==> src/rtl/border_sequence_controller.sv <==
// ============================================================================
// Module   : border_sequence_controller
// Purpose  : Button-driven border grow/shrink sequencer stepping a 0..3 level.
// Revision : 1.0 - initial release
// ============================================================================
`default_nettype none

module border_sequence_controller #(
  parameter int STEP_CYCLES = 12500000
) (
  input  logic       clock25mhz,
  input  logic       resetn,
  input  logic       btn_grow,
  input  logic       btn_shrink,
  input  logic       enable,
  output logic [3:0] state,
  output logic       busy,
  output logic       done
);

  localparam int c_TIMER_W = (STEP_CYCLES > 2) ? $clog2(STEP_CYCLES) : 1;
  localparam logic [c_TIMER_W-1:0] c_STEP_LAST = c_TIMER_W'(STEP_CYCLES - 1);

  localparam logic [1:0] c_IDLE   = 2'd0;
  localparam logic [1:0] c_GROW   = 2'd1;
  localparam logic [1:0] c_FULL   = 2'd2;
  localparam logic [1:0] c_SHRINK = 2'd3;

  logic                 r_grow_s1, r_grow_s2, r_grow_hist;
  logic                 r_shrink_s1, r_shrink_s2, r_shrink_hist;
  logic                 r_grow_edge, r_shrink_edge;
  logic [1:0]           r_fsm, w_fsm_next;
  logic [1:0]           r_level, w_level_next;
  logic [c_TIMER_W-1:0] r_timer, w_timer_next;
  logic                 r_busy, w_busy_next;
  logic                 r_done, w_done_next;
  logic                 w_grow_edge, w_shrink_edge;
  logic                 w_req_grow, w_req_shrink, w_step;

  assign w_grow_edge   = r_grow_s2 & ~r_grow_hist;
  assign w_shrink_edge = r_shrink_s2 & ~r_shrink_hist;

  // Edges are registered (and gated by enable) so the FSM sees a request
  // on the third edge after the raw input was first sampled high.
  always_ff @(posedge clock25mhz or negedge resetn) begin
    if (!resetn) begin
      r_grow_s1     <= 1'b0;
      r_grow_s2     <= 1'b0;
      r_grow_hist   <= 1'b0;
      r_shrink_s1   <= 1'b0;
      r_shrink_s2   <= 1'b0;
      r_shrink_hist <= 1'b0;
      r_grow_edge   <= 1'b0;
      r_shrink_edge <= 1'b0;
    end else begin
      r_grow_s1     <= btn_grow;
      r_grow_s2     <= r_grow_s1;
      r_grow_hist   <= r_grow_s2;
      r_shrink_s1   <= btn_shrink;
      r_shrink_s2   <= r_shrink_s1;
      r_shrink_hist <= r_shrink_s2;
      r_grow_edge   <= w_grow_edge & enable;
      r_shrink_edge <= w_shrink_edge & enable;
    end
  end

  assign w_req_grow   = r_grow_edge & ~r_shrink_edge;
  assign w_req_shrink = r_shrink_edge & ~r_grow_edge;
  assign w_step       = (r_timer == c_STEP_LAST);

  always_ff @(posedge clock25mhz or negedge resetn) begin
    if (!resetn) begin
      r_fsm   <= c_IDLE;
      r_level <= 2'd0;
      r_timer <= '0;
      r_busy  <= 1'b0;
      r_done  <= 1'b0;
    end else begin
      r_fsm   <= w_fsm_next;
      r_level <= w_level_next;
      r_timer <= w_timer_next;
      r_busy  <= w_busy_next;
      r_done  <= w_done_next;
    end
  end

  always_comb begin
    w_fsm_next   = r_fsm;
    w_level_next = r_level;
    w_timer_next = r_timer;
    w_done_next  = 1'b0;
    if (enable) begin
      case (r_fsm)
        c_IDLE: begin
          if (w_req_grow) begin
            w_fsm_next   = c_GROW;
            w_level_next = 2'd1;
            w_timer_next = '0;
          end
        end
        c_GROW: begin
          if (w_req_shrink) begin
            w_fsm_next   = c_SHRINK;
            w_timer_next = '0;
          end else if (w_step) begin
            w_timer_next = '0;
            if (r_level != 2'd3) w_level_next = r_level + 2'd1;
            if (r_level == 2'd2) begin
              w_fsm_next  = c_FULL;
              w_done_next = 1'b1;
            end
          end else begin
            w_timer_next = r_timer + 1'b1;
          end
        end
        c_FULL: begin
          if (w_req_shrink) begin
            w_fsm_next   = c_SHRINK;
            w_level_next = 2'd2;
            w_timer_next = '0;
          end
        end
        default: begin
          if (w_req_grow) begin
            w_fsm_next   = c_GROW;
            w_timer_next = '0;
          end else if (w_step) begin
            w_timer_next = '0;
            if (r_level != 2'd0) w_level_next = r_level - 2'd1;
            if (r_level == 2'd1) begin
              w_fsm_next  = c_IDLE;
              w_done_next = 1'b1;
            end
          end else begin
            w_timer_next = r_timer + 1'b1;
          end
        end
      endcase
    end
  end

  always_comb begin
    w_busy_next = (w_fsm_next == c_GROW) || (w_fsm_next == c_SHRINK);
  end

  assign state = {2'b00, r_level};
  assign busy  = r_busy;
  assign done  = r_done;

endmodule

`default_nettype wire

==> config.mk <==
export PLATFORM = sky130hd
export DESIGN_NAME = border_sequence_controller
export DESIGN_NICKNAME = d
export VERILOG_FILES = /design/src/rtl/border_sequence_controller.sv
export SDC_FILE = /design/constraint.sdc
export NUM_CORES = 1
export LEC_CHECK = 0
export ABC_CLOCK_PERIOD_IN_PS = 3400
export CAP_MARGIN = 15
export CORE_MARGIN = 1.5
export CORE_UTILIZATION = 45
export DETAILED_ROUTE_END_ITERATION = 12
export GPL_ROUTABILITY_DRIVEN = 0
export PLACE_DENSITY = 0.68
export SLEW_MARGIN = 20
export SYNTH_ARGS = -nofsm -noshare
export SYNTH_HDL_FRONTEND = slang
export SYNTH_SLANG_ARGS = --single-unit
==> constraint.sdc <==
create_clock -name clock25mhz -period 3.4 [get_ports clock25mhz]
set_input_delay 0.68 -clock clock25mhz [delete_from_list [all_inputs] [get_ports clock25mhz]]
set_output_delay 0.68 -clock clock25mhz [all_outputs]
set_load 0.01 [all_outputs]
==> summary.txt, run 1 <==
Status
  – Status: finished, final reports clean

Finish
  – Final Util: between 50 and 60%
  – Nets: 280
  – Fin area: ~0.0025 sq mm
  – Ant diodes: 0
  – Share of layout cells above drive strength 1: about a tenth
  – Layout overhead on the synthesized area: 10.34%

Power and ir drop
  – Clk network pwr share: a little under a third
  – Switching power total: about 440 uW
  – Pwr Density: 517.0 mW/mm^2
  – Net Sw Frac: between 30% and 40%
  – Leak pwr: 0.0009802 uW
  – Max VDD drop: between 0.0002 and 0.0003 V
  – Combinational share of power: 30.1%
  – P_int: between 800 and 900 uW
  – Sequential share of power: between 30% and 40%
  – Power after layout: between 1000 and 1500 uW

STA
  – Layout Skew: about 4.7 ps
  – Worst-Margin Slew: roughly 860 ps
  – Setup TNS: 0 ps
  – RSZ-0062 raised after global routing: no
  – Fin worst setup slack: ~930 ps
  – Max-slew violation count: 0
  – Tmin final: 2465 ps
  – Final hold violation count: 0
  – Final setup violation count: 0
  – Period utilisation layout: a little over 70%
  – Slew margin rel.: roughly 42%
  – Fmax: just over 400 MHz

CTS
  – Post-CTS Hold Fix Bufs: 0
  – Setup Fix Bufs, Post-CTS: 0
  – CTS HTree Levels: 2
  – CTS max path bufs: 2
  – CTS tree: built
  – Worst skew pair latency: approximately 290 ps
  – Root Buffer: clkbuf_8
  – Clk sinks: 37
  – CTS clk-pin slew, worst paths: 70 ps
  – TritonCTS Buffers: 5
  – Post-CTS Resized: 0

Setup path
  – Slowest stage delay, CP: 520 ps
  – Crit path capture type: register
  – Buf/Inv on CP: 2
  – Cells along the critical path: ha_1 -> inv_1 -> o22ai_1 -> buf_4 -> o21a_1 -> nand2_1 -> o21ai_0
  – CP required: 3600 ps
  – Slowest stage cell, crit path: dfrtp_1
  – CP delay by family, top: compound AO/OA/AOI/OAI gates
  – WS Path Type: register to register
  – Worst setup SP type: register
  – Critical path data arrival time: approximately 2700 ps
  – Crit-path max FO: 24

Synthesis
  – Syn Area/Cell: 8.773 sq um
  – Cell Area, Synth: about 0.0023 sq mm
  – Asr flop ratio synth: 100.0%
  – Synthesis Warnings: 0
  – Synth Area in Compound Gates: around a fifth
  – Number of synthesized register bits: 37
  – Largest family of logic cells by synthesized area: simple AND/OR/NAND/NOR gates
  – Post-Synth Simple-Gate Area: about 26%
  – Netlist cell types: 49
  – Mux cell area share after synthesis: roughly 3.3%
  – Synth Area in XOR/XNOR: 0%
  – EDFF count, synth: 0
  – Adder-Cell Fraction of Synth Area: under 10%
  – Sequential share of the synthesized area: around 40%
  – Cells after Synth: 262
  – Primary FF master, synth: dfrtp_1

Run
  – # Max-Cap Violations: 0

Worst hold path
  – Min-delay worst type: register to register

Detailed routing
  – Pre-Repair DR Iteration Count: 4
  – Final wirelength: approximately 5.3 mm
  – DR vias: a little over 2000
  – Avg WL per Cell: between 15 and 20 um
  – ANT nets after route: 0
  – Initial DRC count: ~320
  – DRC viols: 0
  – Detail-routed via count per cell: roughly 6.1

Global routing
  – GRT met1 Usage: 32.85%
  – Met3 Track Usage GR: roughly 4.6%
  – GR peak layer: met1
  – Pin count of the biggest net entering global routing: 38
  – All-Layer GR Usage: around 21%
  – Global-route wire length before repair: 9.114 mm
  – GRT overflow: 0
  – M2 GR Usage: between 20% and 30%
  – Antenna violations before repair: 0
  – Vias in the first global route: 1831

Placement
  – Port bufs: 8
  – Placed cell area: 0.002416 sq mm
  – Pre-CTS setup slack: between 700 and 800 ps
  – Dpl hpwl: approximately 3.5 mm

Floorplan
  – Row cnt: 25
  – Starting Density: between 40% and 50%
  – Die H: 74.47 um
  – IO Count: 11
  – Core area: between 0.004 and 0.005 sq mm
  – Die area: 0.005546 sq mm
  – Die Wd: roughly 74 um
## Yosys cell counts (2+ instances only)
library cell,count,area share (%)
dfrtp_1,37,40
nand3_2,2,0.87
o211ai_1,2,0.65
ha_1,9,4.9
o22ai_1,12,3.3
nor4_1,2,0.54
nor2b_1,4,1.1
buf_4,2,0.65
or3_1,5,1.4
o21ai_0,12,2.6
nand4_1,8,2.2
a21oi_1,8,1.7
inv_1,20,3.3
or4_1,3,0.98
nand2_1,18,2.9
a211oi_1,2,0.65
nand2b_1,5,1.4
nand4b_1,3,1.1
or2_2,5,1.4
a31oi_1,22,6.0
mux2i_1,6,2.6
clkbuf_1,12,2.0
nand3_1,22,4.8
nor2_1,13,2.1
and3_1,2,0.54
nor4_2,2,1.1
and3b_1,2,0.76
## cells in the final DEF, fill, tap and decap left out, types with 9 or more instances in the layout
master	synthesis	layout
dfrtp_1	37	37
nand3_1	22	22
a31oi_1	22	22
inv_1	20	20
nand2_1	18	18
nor2_1	13	13
o22ai_1	12	12
o21ai_0	12	12
ha_1	9	9
## routing by layer
metal  wire [um]  share of wire (%)
met5           0                  0
met2        2279                 43
met3         362                6.8
met4          92                1.7
met1        2587                 49
## cell type report
cell class,count,area [sq um]
multi-input cells,190,1226
clock inverters,2,37.54
repair buffers,12,105.1
flip-flops and latches,37,925.9
clock buffers,6,82.58
inverters,20,75.07
fillers,467,2281
well taps,67,83.83
## cell families (layout without fill, tap and decap cells)
| family | count (synthesis) | in the layout |
|---|---|---|
| DFF | 37 | 37 |
| other | 1 | 2 |
| AOI/OAI and AO/OA | 69 | 69 |
| buffers and inverters | 36 | 40 |
| and+or+nand+nor | 103 | 103 |
| muxes | 7 | 7 |
| adders and majority gates | 9 | 9 |
## metrics by stage
step                std cells  hold WS (ps)
floorplan                 263         331.2
global placement          326         334.3
detailed placement        326         337.9
CTS                       334         356.1
global route              334         361.2
finish                    334         353.2
## power groups by stage
| stage | clock network (uW) | logic (uW) | registers, uW |
|---|---|---|---|
| CTS | 409 | 391 | 516 |
| finish | 400 | 394 | 517 |
| global placement | 0 | 387 | 522 |
| global route | 428 | 442 | 524 |
| floorplan | 0 | 266 | 519 |
| detailed placement | 0 | 389 | 524 |
## path summary, 6_finish.rpt
kind                       depth (start not counted)                 from  slack [ps]                      to
min in group asynchronous                          1               resetn         480     r_grow_s1$_DFF_PN0_
min reg2reg                                        0  r_grow_s1$_DFF_PN0_         350     r_grow_s2$_DFF_PN0_
max                                                7             register         930  r_timer[0]$_DFFE_PN0P_
max in group asynchronous                          1               resetn        2420               async pin
min                                                0  r_grow_s1$_DFF_PN0_         350     r_grow_s2$_DFF_PN0_
max reg2reg                                        7             register         930  r_timer[0]$_DFFE_PN0P_
## registers in the layout, summed over array words and instances (netlist names), named ones only
register and cells:
r_shrink_hist 1, r_level 2, r_shrink_s1 1, r_shrink_edge 1
r_grow_edge 1, r_grow_s2 1, r_grow_hist 1, r_grow_s1 1
done 1, r_shrink_s2 1, r_timer 24
## worst reg2reg max path: stages (launching register included)
cell	delay, ps
dfrtp_1	520
ha_1	410
inv_1	140
o22ai_1	190
buf_4	300
o21a_1	310
nand2_1	250
o21ai_0	260
Power figures use the tool's default switching activity.
==> inputs of run 2 (changes only) <==
Settings changed: ABC_CLOCK_PERIOD_IN_PS 3400 to 2300.
Clock period 3.4 ns to 2.3 ns, I/O delays scaled along.
==> summary.txt, run 2 (synthesis gave the netlist of run 1 again) <==
Global routing
  – Pin count of the biggest net entering global routing: 38 (unchanged)
  – Vias in the first global route: 1999 (+9.2%)
  – Antenna violations before repair: 0 (unchanged)
  – All-Layer GR Usage: 22.60% (+1.1 points)
  – Global-route wire length before repair: 9.666 mm (+6.1%)
  – GRT overflow: 0 (unchanged)

Setup path
  – Cells along the critical path: ha_4 -> nand3_2 -> or4_4 -> or3_1 -> a211o_1 -> mux2_4
  – Slowest stage cell, crit path: or4_4
  – Crit-path max FO: 4 (-83%)
  – Worst setup SP type: register
  – CP required: 2480 ps (-1120 ps)
  – CP delay by family, top: simple AND/OR/NAND/NOR gates
  – Critical path data arrival time: 2420 ps (-250 ps)
  – FF-to-FF path depth: 6 (-1)
  – Crit path capture type: register
  – Worst reg-to-reg setup slack: 60 ps (-870 ps)
  – R2r startpoint: r_timer[0]$_DFFE_PN0P_
  – FF-to-FF End: r_level[1]$_DFFE_PN0P_
  – Slowest stage delay, CP: 440 ps (-80 ps)
  – WS Path Type: register to register
  – Buf/Inv on CP: 0 (-2)

Worst hold path
  – Min-delay worst type: primary input to async pin

STA
  – Worst-Margin Slew: 829.9 ps (-28.50 ps)
  – Period utilisation layout: 97.24% (+25 points)
  – Slew margin rel.: 44.68% (+2.4 points)
  – Max-slew violation count: 0 (unchanged)
  – Tmin final: 2237 ps (-228.9 ps)
  – Final hold violation count: 0 (unchanged)
  – Layout Skew: 6.602 ps (+1.915 ps)
  – Fmax: 447.1 MHz (+10%)
  – Final setup violation count: 0 (unchanged)

CTS
  – Clk sinks: 37 (unchanged)
  – CTS tree: built
  – Root Buffer: clkbuf_8
  – CTS clk-pin slew, worst paths: 80 ps (about the same)
  – Post-CTS Hold Fix Bufs: 0 (unchanged)
  – Worst skew pair latency: 290 ps (about the same)
  – TritonCTS Buffers: 5 (unchanged)
  – CTS max path bufs: 2 (unchanged)
  – CTS HTree Levels: 2 (unchanged)

Detailed routing
  – ANT nets after route: 0 (unchanged)
  – Pre-Repair DR Iteration Count: 4 (unchanged)
  – DR vias: 2079 (+2.4%)
  – Final wirelength: 5.701 mm (+7.1%)
  – DRC viols: 0 (unchanged)
  – Initial DRC count: 192 (-40%)
  – Avg WL per Cell: 16.52 um (+3.7%)
  – Detail-routed via count per cell: 6.026 (-0.85%)

Finish
  – Layout Cells excl Fill: 345 (+3.3%)
  – Nets: 291 (+3.9%)
  – Reg with most FFs: r_timer
  – Commonest non-fill, non-tap cell in the layout: dfrtp_1
  – Largest register FFs: 24 (unchanged)
  – Largest regs: r_timer x24, r_level x2
  – Share of layout cells above drive strength 1: 13.67% (+4.3 points)
  – Commonest cells after routing, fill and taps aside: dfrtp_1, nand3_1, a31oi_1
  – Layout overhead on the synthesized area: 14.48%
  – Ant diodes: 0 (unchanged)

Placement
  – Port bufs: 8 (unchanged)
  – Placed Instances: 335 (+2.8%)
  – Dpl hpwl: 3.741 mm (+6.3%)

Floorplan
  – Starting Density: 47.71% (unchanged)
  – Core area: 0.004817 sq mm (unchanged)
  – IO Count: 11 (unchanged)
  – Row cnt: 25 (unchanged)
  – Die H: 74.47 um (unchanged)
  – Die area: 0.005546 sq mm (unchanged)
  – Die Wd: 74.47 um (unchanged)

Power and ir drop
  – Power after layout: 1985 uW (+51%)
  – Pwr Density: 754.4 mW/mm^2 (+46%)
  – Max VDD drop: 0.0006270 V (+120%)
  – Leak pwr: 0.001033 uW (+5.4%)

Status
  – Status: finished, final reports clean

Run
  – # Max-Cap Violations: 0 (unchanged)
==> run 2: changes by cell type in the layout (fill, tap and decap cells not counted) <==
cell      delta
clkinv_4     +1
buf_4       +11
a211oi_2     +1
ha_4         +1
clkbuf_8     -1
a211oi_1     -1
ha_1         -1
==> run 2: repair_timing <==
item | in CTS | in global routing
setup buffers | 0 | 2
setup endpoints to repair | 0 | 3
resized for setup | 0 | 2
==> run 2: metrics by stage <==
| stage | setup TNS [ps] | utilization [%] | setup WS [ps] | instance area (sq um) | hold slack, ps |
|---|---|---|---|---|---|
| global route | -63.43 | 54.62 | -31.47 | 2631 | 332.9 |
| detailed placement | 0 | 51.61 | 66.04 | 2486 | 338.7 |
| global placement | 0 | 51.61 | 99.50 | 2486 | 334.6 |
| CTS | 0 | 54.00 | 41.97 | 2601 | 296.9 |
| finish | 0 | 54.62 | 63.48 | 2631 | 257.1 |
| floorplan | 0 | - | 24.76 | 2305 | 164.4 |
==> run 2: report_power, final <==
part           internal (uW)  leakage (uW)  switching (uW)  total [uW]
logic                    276      0.000483             366         642
clock network            325     0.0000543             255         580
registers                696      0.000495            66.8         763
==> run 2: how the worst max path moves through the flow <==
stage,cells past startpoint,to,slack (ps),from
4_1_cts,6,r_level[1]$_DFFE_PN0P_,40,r_timer[0]$_DFFE_PN0P_
3_5_place_dp,6,r_level[1]$_DFFE_PN0P_,70,r_timer[0]$_DFFE_PN0P_
5_1_grt,6,r_level[1]$_DFFE_PN0P_,-30,r_timer[0]$_DFFE_PN0P_
2_1_floorplan,7,r_level[1]$_DFFE_PN0P_,20,r_timer[0]$_DFFE_PN0P_
6_report,6,r_level[1]$_DFFE_PN0P_,60,r_timer[0]$_DFFE_PN0P_
3_3_place_gp,6,r_level[1]$_DFFE_PN0P_,100,r_timer[0]$_DFFE_PN0P_
==> run 2: metal layers <==
layer	GRT usage (%)	part of all wire (%)
met1	31.27	46
met3	4.336	5.4
met5	0	0
met2	36.31	48
met4	6.465	0.89
==> run 2: worst reg2reg max path, delay by kind of cell, from the launching register on <==
kind	cells	cell delay, ps
AO/OA/AOI/OAI	1	340
adder cells (fa/ha/maj)	1	180
flip-flops	1	430
multiplexers	1	300
AND/OR/NAND/NOR	3	880
==> run 2: cell type report <==
class / instances / area (sq um)
Timing Repair Buffer: 23 / 187.7
Multi-Input combinational cell: 190 / 1244
Inverter: 20 / 75.07
Tap cell: 67 / 83.83
Clock inverter: 3 / 46.29
Clock buffer: 5 / 68.82
Fill cell: 460 / 2186
Sequential cell: 37 / 925.9
==> inputs of run 3 (changes only) <==
Settings changed: CELL_PAD_IN_SITES_DETAIL_PLACEMENT set to 0, CELL_PAD_IN_SITES_GLOBAL_PLACEMENT set to 1, PLACE_DENSITY 0.68 to 0.84.
==> summary.txt, run 3 (synthesis gave the netlist of run 1 again) <==
CTS
  – Setup Fix Bufs, Post-CTS: 0 (unchanged)
  – TritonCTS Buffers: 5 (unchanged)
  – Worst skew pair latency: 300 ps (about the same)
  – CTS tree: built
  – CTS clk-pin slew, worst paths: 80 ps (about the same)
  – Post-CTS Hold Fix Bufs: 0 (unchanged)
  – CTS HTree Levels: 2 (unchanged)
  – Post-CTS Resized: 0 (unchanged)
  – Root Buffer: clkbuf_8
  – Clk sinks: 37 (unchanged)
  – CTS max path bufs: 2 (unchanged)

Setup path
  – CP delay by family, top: simple AND/OR/NAND/NOR gates
  – Slowest stage delay, CP: 440 ps (about the same)
  – Crit path capture type: register
  – Crit-path max FO: 4 (unchanged)
  – Cells along the critical path: ha_2 -> nand3_2 -> or4_4 -> or3_1 -> a211o_1 -> mux2_4
  – Buf/Inv on CP: 0 (unchanged)
  – Critical path data arrival time: 2370 ps (-50 ps)
  – WS Path Type: register to register
  – Slowest stage cell, crit path: or4_4
  – Worst setup SP type: register
  – CP required: 2480 ps (about the same)

Floorplan
  – Die Wd: 74.47 um (unchanged)
  – Die H: 74.47 um (unchanged)
  – Starting Density: 47.71% (unchanged)
  – Row cnt: 25 (unchanged)
  – Core area: 0.004817 sq mm (unchanged)
  – Die area: 0.005546 sq mm (unchanged)
  – IO Count: 11 (unchanged)

Power and ir drop
  – Leak pwr: 0.001040 uW (+0.72%)
  – Pwr Density: 743.6 mW/mm^2 (-1.4%)
  – Power after layout: 1958 uW (-1.4%)
  – Max VDD drop: 0.0004427 V (-29%)

Detailed routing
  – Final wirelength: 5.494 mm (-3.6%)
  – DRC viols: 0 (unchanged)
  – Pre-Repair DR Iteration Count: 4 (unchanged)
  – ANT nets after route: 0 (unchanged)
  – Avg WL per Cell: 15.83 um (-4.2%)
  – DR vias: 2080 (+0.048%)
  – Initial DRC count: 221 (+15%)
  – Detail-routed via count per cell: 5.994 (-0.53%)

STA
  – Setup TNS: 0 ps (unchanged)
  – Final setup violation count: 0 (unchanged)
  – Fmax: 456.7 MHz (+2.1%)
  – Final hold violation count: 0 (unchanged)
  – Max-slew violation count: 0 (unchanged)
  – Period utilisation layout: 95.20% (-2.0 points)
  – Tmin final: 2190 ps (-46.95 ps)
  – Worst hold margin: 80.39 ps (-176.7 ps)
  – RSZ-0062 raised after global routing: no
  – Layout Skew: 6.140 ps (-0.4620 ps)

Global routing
  – GRT overflow: 0 (unchanged)
  – Pin count of the biggest net entering global routing: 26 (-32%)
  – Global-route wire length before repair: 9.439 mm (-2.3%)
  – Antenna violations before repair: 0 (unchanged)
  – All-Layer GR Usage: 22.38% (-0.22 points)
  – Vias in the first global route: 2024 (+1.3%)

Finish
  – Share of layout cells above drive strength 1: 14.29% (+0.62 points)
  – Commonest non-fill, non-tap cell in the layout: dfrtp_1
  – Sequential Area: 927.1 sq um (+0.14%)
  – Layout overhead on the synthesized area: 14.53% (about the same)
  – Nets: 293 (+0.69%)
  – Fin area: 0.002633 sq mm (about the same)
  – Ant diodes: 0 (unchanged)
  – # fillers: 466 (+1.3%)
  – Largest register FFs: 24 (unchanged)
  – Area of the multi-input gates: 0.001229 sq mm (-1.2%)
  – Layout Cells excl Fill: 347 (+0.58%)
  – Commonest cells after routing, fill and taps aside: dfrtp_1, nand3_1, a31oi_1
  – Largest regs: r_timer x24, r_level x2
  – Reg with most FFs: r_timer

Placement
  – Placed cell area: 0.002516 sq mm (+1.2%)
  – Placed Instances: 339 (+1.2%)
  – Dpl hpwl: 3.781 mm (+1.1%)
  – Port bufs: 8 (unchanged)

Status
  – Status: finished, final reports clean

Run
  – # Max-Cap Violations: 0 (unchanged)

Worst hold path
  – Min-delay worst type: primary input to async pin
==> run 3: cell types whose count changed in the layout (fill, tap and decap cells not counted) <==
cell	before	now
a211oi_1	1	2
a211oi_2	1	0
buf_4	15	17
dfrtp_1	37	36
dfrtp_2	0	1
ha_2	0	1
ha_4	1	0
==> run 3: cell type report <==
class                           instances  share of cell area, %
Timing Repair Buffer                   25                  7.700
Tap cell                               67                  3.184
Inverter                               20                  2.852
Sequential cell                        37                  35.22
Clock buffer                            5                  2.614
Clock inverter                          3                  1.759
Multi-Input combinational cell        190                  46.67
==> run 3: final timing paths <==
check	from	endpoint	slack [ps]	cells past startpoint
max	r_timer[1]$_DFFE_PN0P_	r_level[1]$_DFFE_PN0P_	110	6
min	resetn	r_timer[10]$_DFFE_PN0P_	80	1
max reg2reg	r_timer[1]$_DFFE_PN0P_	r_level[1]$_DFFE_PN0P_	110	6
min reg2reg	r_grow_s1$_DFF_PN0_	r_grow_s2$_DFF_PN0_	350	0
max in group asynchronous	resetn	r_shrink_edge$_DFF_PN0_	1710	2
min in group clock25mhz	r_grow_s1$_DFF_PN0_	r_grow_s2$_DFF_PN0_	350	0
==> run 3: metal layers <==
| metal | GRT usage, % | vias up | share of wire [%] |
|---|---|---|---|
| met5 | 0 | - | 0 |
| met2 | 33.53 | 53 | 44 |
| met4 | 9.091 | 0 | 1.5 |
| met3 | 4.336 | 9 | 4.7 |
| met1 | 31.83 | 1016 | 50 |
| li1 | - | 1002 | - |
==> run 3: metrics by stage <==
stage	worst slack, ps	utilization [%]
after floorplan	24.76	-
final	110.4	54.65
after CTS	101.6	54.62
after detailed placement	112.2	52.23
after global routing	15.96	54.65
after global placement	134.1	52.23
==> run 3: worst register-to-register path, stage by stage (launching register included) <==
cell     delay, ps
dfrtp_1        360
ha_2           210
nand3_2        100
or4_4          440
or3_1          340
a211o_1        330
mux2_4         300
==> run 3: power breakdown <==
group	switching (uW)	internal, uW
Sequential	57.4	698
Combinational	357	273
Clock	247	324
Total	662	1300
